<file path="src/rtl/prf_free_list_pkg.sv">
// prf_free_list_pkg
//   Shared definitions for the physical register free list.
//   - WAYS : dispatch/commit superscalar width
//   - PRF  : number of physical registers (power of two, > REGS)
//   - REGS : number of architectural registers
//   - prn_t / arn_t : physical / architectural register number types
package prf_free_list_pkg;

  localparam int WAYS  = 3;
  localparam int PRF   = 64;
  localparam int REGS  = 32;
  localparam int PRN_W = $clog2(PRF);

  typedef logic [PRN_W-1:0] prn_t;
  typedef logic [4:0]       arn_t;

endpackage

</file>
<file path="src/rtl/prf_free_list_retire_map.sv">
// prf_free_list_retire_map
//   Retirement-side architectural map. Each committing way looks up the PRN
//   that previously held its ARN (this PRN becomes free) and then installs
//   its own PRN. Older ways in the same commit group that wrote the same ARN
//   are forwarded so the younger way frees the older way's PRN.
// Ports:
//   clock, reset        : clock and synchronous active-high reset
//   commit_valid[WAYS]  : way is a committing register writer
//   commit_ARN[WAYS]    : destination architectural register
//   commit_PRN[WAYS]    : destination physical register being retired
//   freed_PRN[WAYS]     : PRN released by each way (combinational)
//   arch_map[REGS]      : registered retirement map
module prf_free_list_retire_map
  import prf_free_list_pkg::*;
#(
  parameter int WAYS = prf_free_list_pkg::WAYS,
  parameter int PRF  = prf_free_list_pkg::PRF,
  parameter int REGS = prf_free_list_pkg::REGS
) (
  input  logic                                 clock,
  input  logic                                 reset,
  input  logic [WAYS-1:0]                      commit_valid,
  input  logic [WAYS-1:0][4:0]                 commit_ARN,
  input  logic [WAYS-1:0][$clog2(PRF)-1:0]     commit_PRN,
  output logic [WAYS-1:0][$clog2(PRF)-1:0]     freed_PRN,
  output logic [REGS-1:0][$clog2(PRF)-1:0]     arch_map
);

  localparam int PW = $clog2(PRF);

  logic [REGS-1:0][PW-1:0] r_map;

  assign arch_map = r_map;

  // Freed PRN per way: table lookup, overridden by the youngest older way
  // in the group that retired the same ARN.
  always_comb begin
    freed_PRN = '0;
    for (int i = 0; i < WAYS; i++) begin
      freed_PRN[i] = r_map[commit_ARN[i]];
      for (int j = 0; j < i; j++) begin
        freed_PRN[i] = (commit_valid[j] && (commit_ARN[j] == commit_ARN[i]))
                       ? commit_PRN[j] : freed_PRN[i];
      end
    end
  end

  // Map update: later ways overwrite earlier ones on an ARN collision.
  always_ff @(posedge clock) begin
    if (reset) begin
      for (int k = 0; k < REGS; k++) begin
        r_map[k] <= PW'(k);
      end
    end else begin
      for (int i = 0; i < WAYS; i++) begin
        if (commit_valid[i]) begin
          r_map[commit_ARN[i]] <= commit_PRN[i];
        end
      end
    end
  end

endmodule

</file>
<file path="src/rtl/prf_free_list.sv">
// prf_free_list
//   Circular free list of physical registers between dispatch and ROB commit.
//   head   : next PRN handed out to dispatch (speculative)
//   rhead  : where head would be if only committed allocations existed
//   tail   : where freed PRNs from commit are appended
//   A flush (proc_nuke) snaps head back to rhead, returning every in-flight
//   allocation in one cycle; this works because commit order equals
//   allocation order.
// Ports:
//   clock, reset              : clock and synchronous active-high reset
//   alloc_req[WAYS]           : way needs a destination PRN
//   alloc_ok                  : every request granted this cycle (comb)
//   alloc_PRN[WAYS]           : granted PRN per way, 0 when not granted
//   num_avail                 : registered free count
//   commit_valid/ARN/PRN      : ROB committing register writers
//   proc_nuke                 : ROB flush, alongside the committing group
//   arch_map[REGS]            : registered retirement map
module prf_free_list
  import prf_free_list_pkg::*;
#(
  parameter int WAYS = prf_free_list_pkg::WAYS,
  parameter int PRF  = prf_free_list_pkg::PRF,
  parameter int REGS = prf_free_list_pkg::REGS
) (
  input  logic                                 clock,
  input  logic                                 reset,
  input  logic [WAYS-1:0]                      alloc_req,
  output logic                                 alloc_ok,
  output logic [WAYS-1:0][$clog2(PRF)-1:0]     alloc_PRN,
  output logic [$clog2(PRF):0]                 num_avail,
  input  logic [WAYS-1:0]                      commit_valid,
  input  logic [WAYS-1:0][4:0]                 commit_ARN,
  input  logic [WAYS-1:0][$clog2(PRF)-1:0]     commit_PRN,
  input  logic                                 proc_nuke,
  output logic [REGS-1:0][$clog2(PRF)-1:0]     arch_map
);

  localparam int PW = $clog2(PRF);
  localparam int CW = PW + 1;

  logic [PW-1:0] r_fl [0:PRF-1];
  logic [CW-1:0] r_head;
  logic [CW-1:0] r_rhead;
  logic [CW-1:0] r_tail;
  logic [CW-1:0] r_num_avail;

  logic [CW-1:0]           w_n_req;
  logic [CW-1:0]           w_n_commit;
  logic [PW-1:0]           w_alloc_idx [0:WAYS-1];
  logic [PW-1:0]           w_free_idx  [0:WAYS-1];
  logic [WAYS-1:0][PW-1:0] w_freed;
  logic                    w_alloc_ok;
  logic [CW-1:0]           w_head_next;
  logic [CW-1:0]           w_rhead_next;
  logic [CW-1:0]           w_tail_next;

  prf_free_list_retire_map #(
    .WAYS (WAYS),
    .PRF  (PRF),
    .REGS (REGS)
  ) u_retire_map (
    .clock        (clock),
    .reset        (reset),
    .commit_valid (commit_valid),
    .commit_ARN   (commit_ARN),
    .commit_PRN   (commit_PRN),
    .freed_PRN    (w_freed),
    .arch_map     (arch_map)
  );

  // Compact requesting/committing ways: slot index = pointer + number of
  // active ways below this one (modulo PRF through the truncated add).
  always_comb begin
    w_n_req    = '0;
    w_n_commit = '0;
    for (int i = 0; i < WAYS; i++) begin
      w_alloc_idx[i] = r_head[PW-1:0] + w_n_req[PW-1:0];
      w_free_idx[i]  = r_tail[PW-1:0] + w_n_commit[PW-1:0];
      w_n_req        = w_n_req + CW'(alloc_req[i]);
      w_n_commit     = w_n_commit + CW'(commit_valid[i]);
    end
  end

  assign w_alloc_ok = (w_n_req <= r_num_avail) && !proc_nuke;
  assign alloc_ok   = w_alloc_ok;
  assign num_avail  = r_num_avail;

  // Grant PRNs only when the whole group can be satisfied.
  always_comb begin
    alloc_PRN = '0;
    for (int i = 0; i < WAYS; i++) begin
      if (w_alloc_ok && alloc_req[i]) begin
        alloc_PRN[i] = r_fl[w_alloc_idx[i]];
      end else begin
        alloc_PRN[i] = '0;
      end
    end
  end

  // Pointer next-state; a flush discards speculative allocations by
  // moving head onto the post-commit retirement head.
  always_comb begin
    w_tail_next  = r_tail + w_n_commit;
    w_rhead_next = r_rhead + w_n_commit;
    if (proc_nuke) begin
      w_head_next = w_rhead_next;
    end else if (w_alloc_ok) begin
      w_head_next = r_head + w_n_req;
    end else begin
      w_head_next = r_head;
    end
  end

  // Free list storage, pointers and registered free count.
  always_ff @(posedge clock) begin
    if (reset) begin
      r_head      <= '0;
      r_rhead     <= '0;
      r_tail      <= CW'(PRF - REGS);
      r_num_avail <= CW'(PRF - REGS);
      for (int k = 0; k < PRF; k++) begin
        r_fl[k] <= (k < PRF - REGS) ? PW'(REGS + k) : '0;
      end
    end else begin
      r_head      <= w_head_next;
      r_rhead     <= w_rhead_next;
      r_tail      <= w_tail_next;
      r_num_avail <= w_tail_next - w_head_next;
      for (int i = 0; i < WAYS; i++) begin
        if (commit_valid[i]) begin
          r_fl[w_free_idx[i]] <= w_freed[i];
        end
      end
    end
  end

endmodule

</file>
<file path="config.mk">
export PLATFORM = sky130hd
export DESIGN_NAME = prf_free_list
export DESIGN_NICKNAME = d
export VERILOG_FILES = /design/src/rtl/prf_free_list_pkg.sv /design/src/rtl/prf_free_list_retire_map.sv /design/src/rtl/prf_free_list.sv
export SDC_FILE = /design/constraint.sdc
export NUM_CORES = 2
export LEC_CHECK = 0
export BUFFER_PORTS_ARGS = -buffer_cell sky130_fd_sc_hd__buf_4
export CAP_MARGIN = 25
export CORE_MARGIN = 1.5
export CORE_UTILIZATION = 45
export CTS_CLUSTER_DIAMETER = 50
export DETAILED_ROUTE_END_ITERATION = 8
export MAX_ROUTING_LAYER = met4
export PLACE_DENSITY = 0.66
export SYNTH_ARGS = -nofsm -noshare
export SYNTH_HDL_FRONTEND = slang
export SYNTH_SLANG_ARGS = --single-unit
</file>
<file path="constraint.sdc">
create_clock -name clock -period 5.41 [get_ports clock]
set_clock_uncertainty 0.05 [all_clocks]
set_input_delay 0.541 -clock clock [delete_from_list [all_inputs] [get_ports clock]]
set_output_delay 0.541 -clock clock [all_outputs]
set_load 0.01 [all_outputs]
</file>
**Yosys cells after proc, flatten, opt, wreduce, memory -nomap -nowiden**

Memories as Yosys holds them, arrays and structs flattened. A register that Yosys moved wholly into a read port is not among the register bits.
Index checks and enable logic that the tools add are counted.

- Register bits: 220
- Latch bits: 0
- RAM bits: 384
- Memory bits (read-only): 0
- Input bits: 42
- Output and inout bits: 218
- Logic and storage cells: 122
- Memories: 1

Memories:

| memory | words | bits a word | read ports | clocked after Yosys merged registers in | wr ports | line | text |
|---|---|---|---|---|---|---|---|
| r_fl | 64 | 6 | 3 | 1 | 64 | prf_free_list.sv:41 | `logic [PW-1:0] r_fl [0:PRF-1];` |

- Add/subtract/negate cells: 12
- Multipliers: 0
- Div/mod/pow operators: 0
- Order comparisons: 7
- Equal/unequal tests: 3
- Shifts and indexed selects: 0
- Muxes and demuxes: 49
- Bitwise gates (word level): 0
- Reduce and logical (&&, ||, !) cells: 14

Operators with widths:

| operator | count |
|---|---|
| $mux W192 | 5 |
| $bwmux W192 | 3 |
| $mux W6 | 19 |
| $bmux W6 S5 | 3 |
| $demux W6 S5 | 3 |
| $add A7 B3 Y7 | 3 |
| $lt A5 B6 Y1 const B | 3 |
| $reduce_or A6 Y1 | 3 |
| $eq A5 B5 Y1 | 3 |
| $ge A5 B1 Y1 const B | 3 |
| $mux W1 | 14 |
| $mux W7 | 2 |
| $add A6 B1 Y6 | 2 |
| $add A6 B2 Y6 | 2 |
| $logic_and A1 B1 Y1 | 10 |
| $le A3 B7 Y1 | 1 |
| $sub A7 B7 Y7 | 1 |
| $add A2 B1 Y3 | 2 |
| $add A1 B1 Y2 | 2 |
| $logic_not A1 Y1 | 1 |

**Logic depth before layout (Yosys ltp)**

- Depth after elaboration: 12
- Gate-level depth with buffers: 16
- Gate-level depth less buffers: 16

**Hierarchy**

Synthesis repeated with hierarchy kept, for this count alone.

- Cell total of the unflattened synthesis: 5097
- Area, all modules: 51481.9 sq um

Modules (own cells, without submodules):

| module | instances | cells an instance | area an instance (sq um) | sequential area each (sq um) |
|---|---|---|---|---|
| prf_free_list | 1 | 3256 | 34918.5 | 12091.6 |
| prf_free_list_retire_map | 1 | 1841 | 16563.4 | 3843.7 |

**Least setup slack after synthesis**

Ideal clock, no wire load.

- Path type: input -> output
- From: input port alloc_req[0]
- To: output port alloc_PRN[12] in the netlist's numbering
- Arrival time: 3.463 ns
- Required time: 4.819 ns
- Slack: 1.356 ns
- Stages on the path: 10
- Path buffers: 3
- Cells stage by stage: ha_1 ha_1 fa_1 clkbuf_1 clkbuf_1 clkbuf_1 mux4_2 mux4_2 mux2i_1 a211oi_1

RTL lines:

| item | line | text |
|---|---|---|
| from (decl) | prf_free_list.sv:27 | `input logic [WAYS-1:0] alloc_req,` |
| to (decl) | prf_free_list.sv:29 | `output logic [WAYS-1:0][$clog2(PRF)-1:0] alloc_PRN,` |

==> qor_table.md <==
| Group | Metric | Reported |
|---|---|---|
| placed design | Post-detailed-placement half-perimeter wirelength | 145000 microns |
| critical path | Worst-path maximum fanout | 17 |
| drt | Number of routed nets with antenna violations | 0 |
| clocking | Number of clock buffers inserted by TritonCTS | 87 |
| critical path | Slowest Stage Delay on Critical Path | 1020 ps |
| sta | Pin slew with the least headroom to its limit | 1310 ps |
| layout | Fraction of layout cells with a size suffix above 1 | 24.5% |
| sta | Fin. max-slew vios | 0 |
| logic synthesis | Number of flops mapped to enable cells by yosys | 384 |
| sta | Clock period minus worst slack | 5220 ps |
| clocking | Maximum buffer depth of the clock tree | 3 |
| placed design | IO Port Bufs | 259 |
| global route | Number of antenna violations at the first check in global routing | 13 |
| clocking | Number of sinks on the clock net | 604 |
| clocking | Gates resized, CTS repair | 0 |
| power | Static leakage | 0.0176 uW |
| logic synthesis | Fraction of the yosys area taken by sequential cells | 33.5% |
| clocking | CTS clk-pin slew, worst paths | 50 ps |
| critical path | Critical path's slowest cell | sky130_fd_sc_hd__fa_4 |
| die | Core area | 104000 sq um |
| global route | First-pass GRT wire length | 312000 microns |
| drt | Routed wire length per instance | 36.8 microns |
| clocking | CTS HTree Levels | 3 |
| die | Top-Level Pins | 260 |
| global route | Busiest layer in global routing | met2 |
| layout | Most common cell after layout, fill and taps aside | sky130_fd_sc_hd__nor2_1 |
| power | PD cells | 319 nW/um^2 |
| global route | Routing usage on met3 | 17.1% |
| die | Number of standard-cell rows in the floorplan | 118 |
| logic synthesis | Gate Count Post-Synth | 4575 |
| sta | RSZ-0062 raised after global routing | false |
| placed design | Instance count after placement with tap cells included | 5826 |
| logic synthesis | Synth cell types | 73 |
| sta | Final cycle utilization of the critical path | 96.5% |
| logic synthesis | Primary FF master, synth | sky130_fd_sc_hd__edfxtp_1 |
| logic synthesis | Yosys warning total | 0 |
| layout | Layout-stage area growth over the synthesis result | 12.7% |
| die | Die Outline Area | 108000 sq um |
| drt | Vias | 45981 |
| global route | Maximum number of pins on one net before global-route repair | 99 |
| layout | Final non-filler cell total | 6005 |
| clocking | Buffer cell driving the clock tree root | sky130_fd_sc_hd__clkbuf_16 |
| drt | Via/cell ratio | 7.66 |
| layout | Total number of nets in the final design | 4617 |
| logic synthesis | Synthesis-stage register bit count | 604 |
| drt | DRT iter0 DRCs | 8679 |
| drt | Remaining design rule violation count | 0 |
| sta | Final worst-path setup slack | 187 ps |
| sta | Normalized max-slew margin | 12.5% |
| critical path | Worst path cell trace | ha_4 -> fa_4 -> buf_4 -> mux4_2 -> mux4_2 -> mux2i_1 -> a211oi_1 -> buf_4 |
| clocking | Number of buffers inserted to repair setup after CTS | 0 |
| flow run | Max-cap violations | 0 |
| placed design | Routability Congestion | 1.05 |
| clocking | CTS tree | built |
| sta | Endpoints failing setup | 0 |
| drt | Pre-antenna DRT Iters | 7 |
| logic synthesis | Proportion of register bits with asynchronous set or reset after synthesis | 0% |
| run status | Run status | complete, no violations |
| global route | GR Overflow Total | 0 |
| global route | GR Layer Usage met2 | 55.9% |
| logic synthesis | Mapped Avg Cell Area | 10.4 sq um |
| sta | Final sum of negative setup slack | 0 ps |
| placed design | Worst slack after detailed placement | 612 ps |
| layout | Commonest non-fill, non-tap cells in the layout | 567 x sky130_fd_sc_hd__nor2_1, 511 x sky130_fd_sc_hd__mux4_2, 384 x sky130_fd_sc_hd__edfxtp_1 |
| die | Initial Util | 45.6% |
| global route | Via count of the first global-routing pass | 42273 |
| critical path | Endpoint kind of the worst setup timing path | output pin |
| critical path | Type of element launching the critical path | flip-flop |
| critical path | CP arrival | 4630 ps |
| clocking | Number of hold buffers added after cts | 0 |
| drt | Overall routed net length | 221000 microns |
| logic synthesis | Total nets after synthesis | 4655 |
| critical path | Crit path kind | reg -> out |
| global route | GRT Util Overall | 41.5% |
| die | Die width | 328 microns |
| sta | Final number of hold-violating endpoints | 0 |
| logic synthesis | Post-Syn Area | 47500 sq um |
| layout | Final core area utilization | 51.4% |
| power | Worst ir drop on vdd | 0.334 mV |
| min path | Worst min path class | in -> reg |
| die | Die height | 328 microns |
| critical path | Critical Path RT | 4820 ps |
| global route | GR Layer Usage met1 | 50.4% |
| clocking | Clk Latency, worst-skew pair | 700 ps |
| sta | Highest clock rate | 0.191 GHz |
-- registers in the layout (all words and copies together) (netlist names) --
name and flops:
num_avail 7, r_rhead 7, u_retire_map.arch_map 192, r_tail 7
r_head 7, r_fl 384
-- metrics by stage --
| step | cell area [sq um] | power, uW | hold WS (ps) |
|---|---|---|---|
| floorplan | 47500 | 8870 | 453 |
| global placement | 50400 | 10800 | 490 |
| detailed placement | 50500 | 10900 | 519 |
| CTS | 53500 | 16800 | 213 |
| global route | 53500 | 17300 | 307 |
| finish | 53500 | 17100 | 227 |
-- cell type report --
cell class	instances	area, sq um
inverters	22	83.8
flip-flops and latches	604	15900
clock buffers	102	2330
repair buffers	401	3290
multi-input cells	3421	29400
fillers	9212	50600
clock inverters	60	682
well taps	1380	1730
diodes	15	37.5
-- metal layers --
layer | vias to the layer above | share of wire (%) | wire (microns)
met5 | - | 0 | 0
met2 | 4664 | 40 | 89300
met1 | 21984 | 33 | 72800
met4 | 0 | 8.9 | 19600
met3 | 1179 | 18 | 39300
li1 | 18154 | - | -
-- Yosys cell counts, drive strengths merged, types with 7 or more instances --
cell type,number,area (sq um)
a211oi,199,1490
a21o,8,60.1
a21oi,336,1680
a221oi,156,1380
a22o,12,105
a22oi,79,622
a31oi,11,68.8
and2,18,113
and3,21,131
and3b,9,78.8
buf,147,782
clkbuf,381,1440
dfxtp,220,4400
edfxtp,384,11500
fa,8,160
ha,30,375
inv,21,78.8
mux2,7,78.8
mux2i,249,2510
mux4,511,11500
nand2,313,1170
nand2b,7,43.8
nand3,110,551
nand3b,14,105
nand4,20,125
nor2,570,2140
nor2b,44,275
nor3,58,290
nor3b,13,103
o211ai,47,353
o21ai,253,1270
o221ai,68,596
o22ai,95,594
o31ai,12,90.1
or3,9,56.3
or3b,7,61.3
or4,27,203
xnor2,29,254
xor2,23,201
-- critical path: cells and delay by family, from the launching register on --
family                   cells  cell delay, ps
AO/OA/AOI/OAI                1             270
adder cells (fa/ha/maj)      2            1200
buffers and inverters        2             500
flip-flops                   1             400
multiplexers                 3            1540
-- path summary, 6_finish.rpt --
kind,depth (start not counted),start,slack (ps),end
min,4,proc_nuke,230,r_head[1]
min reg2reg,2,r_rhead[5],530,r_rhead[5]
max reg2reg,7,r_tail[1],970,r_fl[39][2]
max,8,r_head[0],190,alloc_PRN[13]
-- report_power, final --
group	internal (uW)	leakage, uW	switching, uW
sequential	5120	0.00536	343
clock	3530	0.00144	2520
combinational	2280	0.0108	3320
-- logic make-up (layout without fill, tap and decap cells) --
logic type | Yosys count | after routing | share of synthesized area [%]
compound gates | 1307 | 1307 | 18.1
xor+xnor | 52 | 52 | 0.959
mux | 767 | 767 | 29.7
flops | 604 | 604 | 33.5
simple gates | 1256 | 1256 | 11.7
fa+ha+maj | 39 | 39 | 1.15
other cells | 0 | 15 | 0
buf+inv | 550 | 585 | 4.84
No activity file was read; power rests on OpenSTA's default activity.
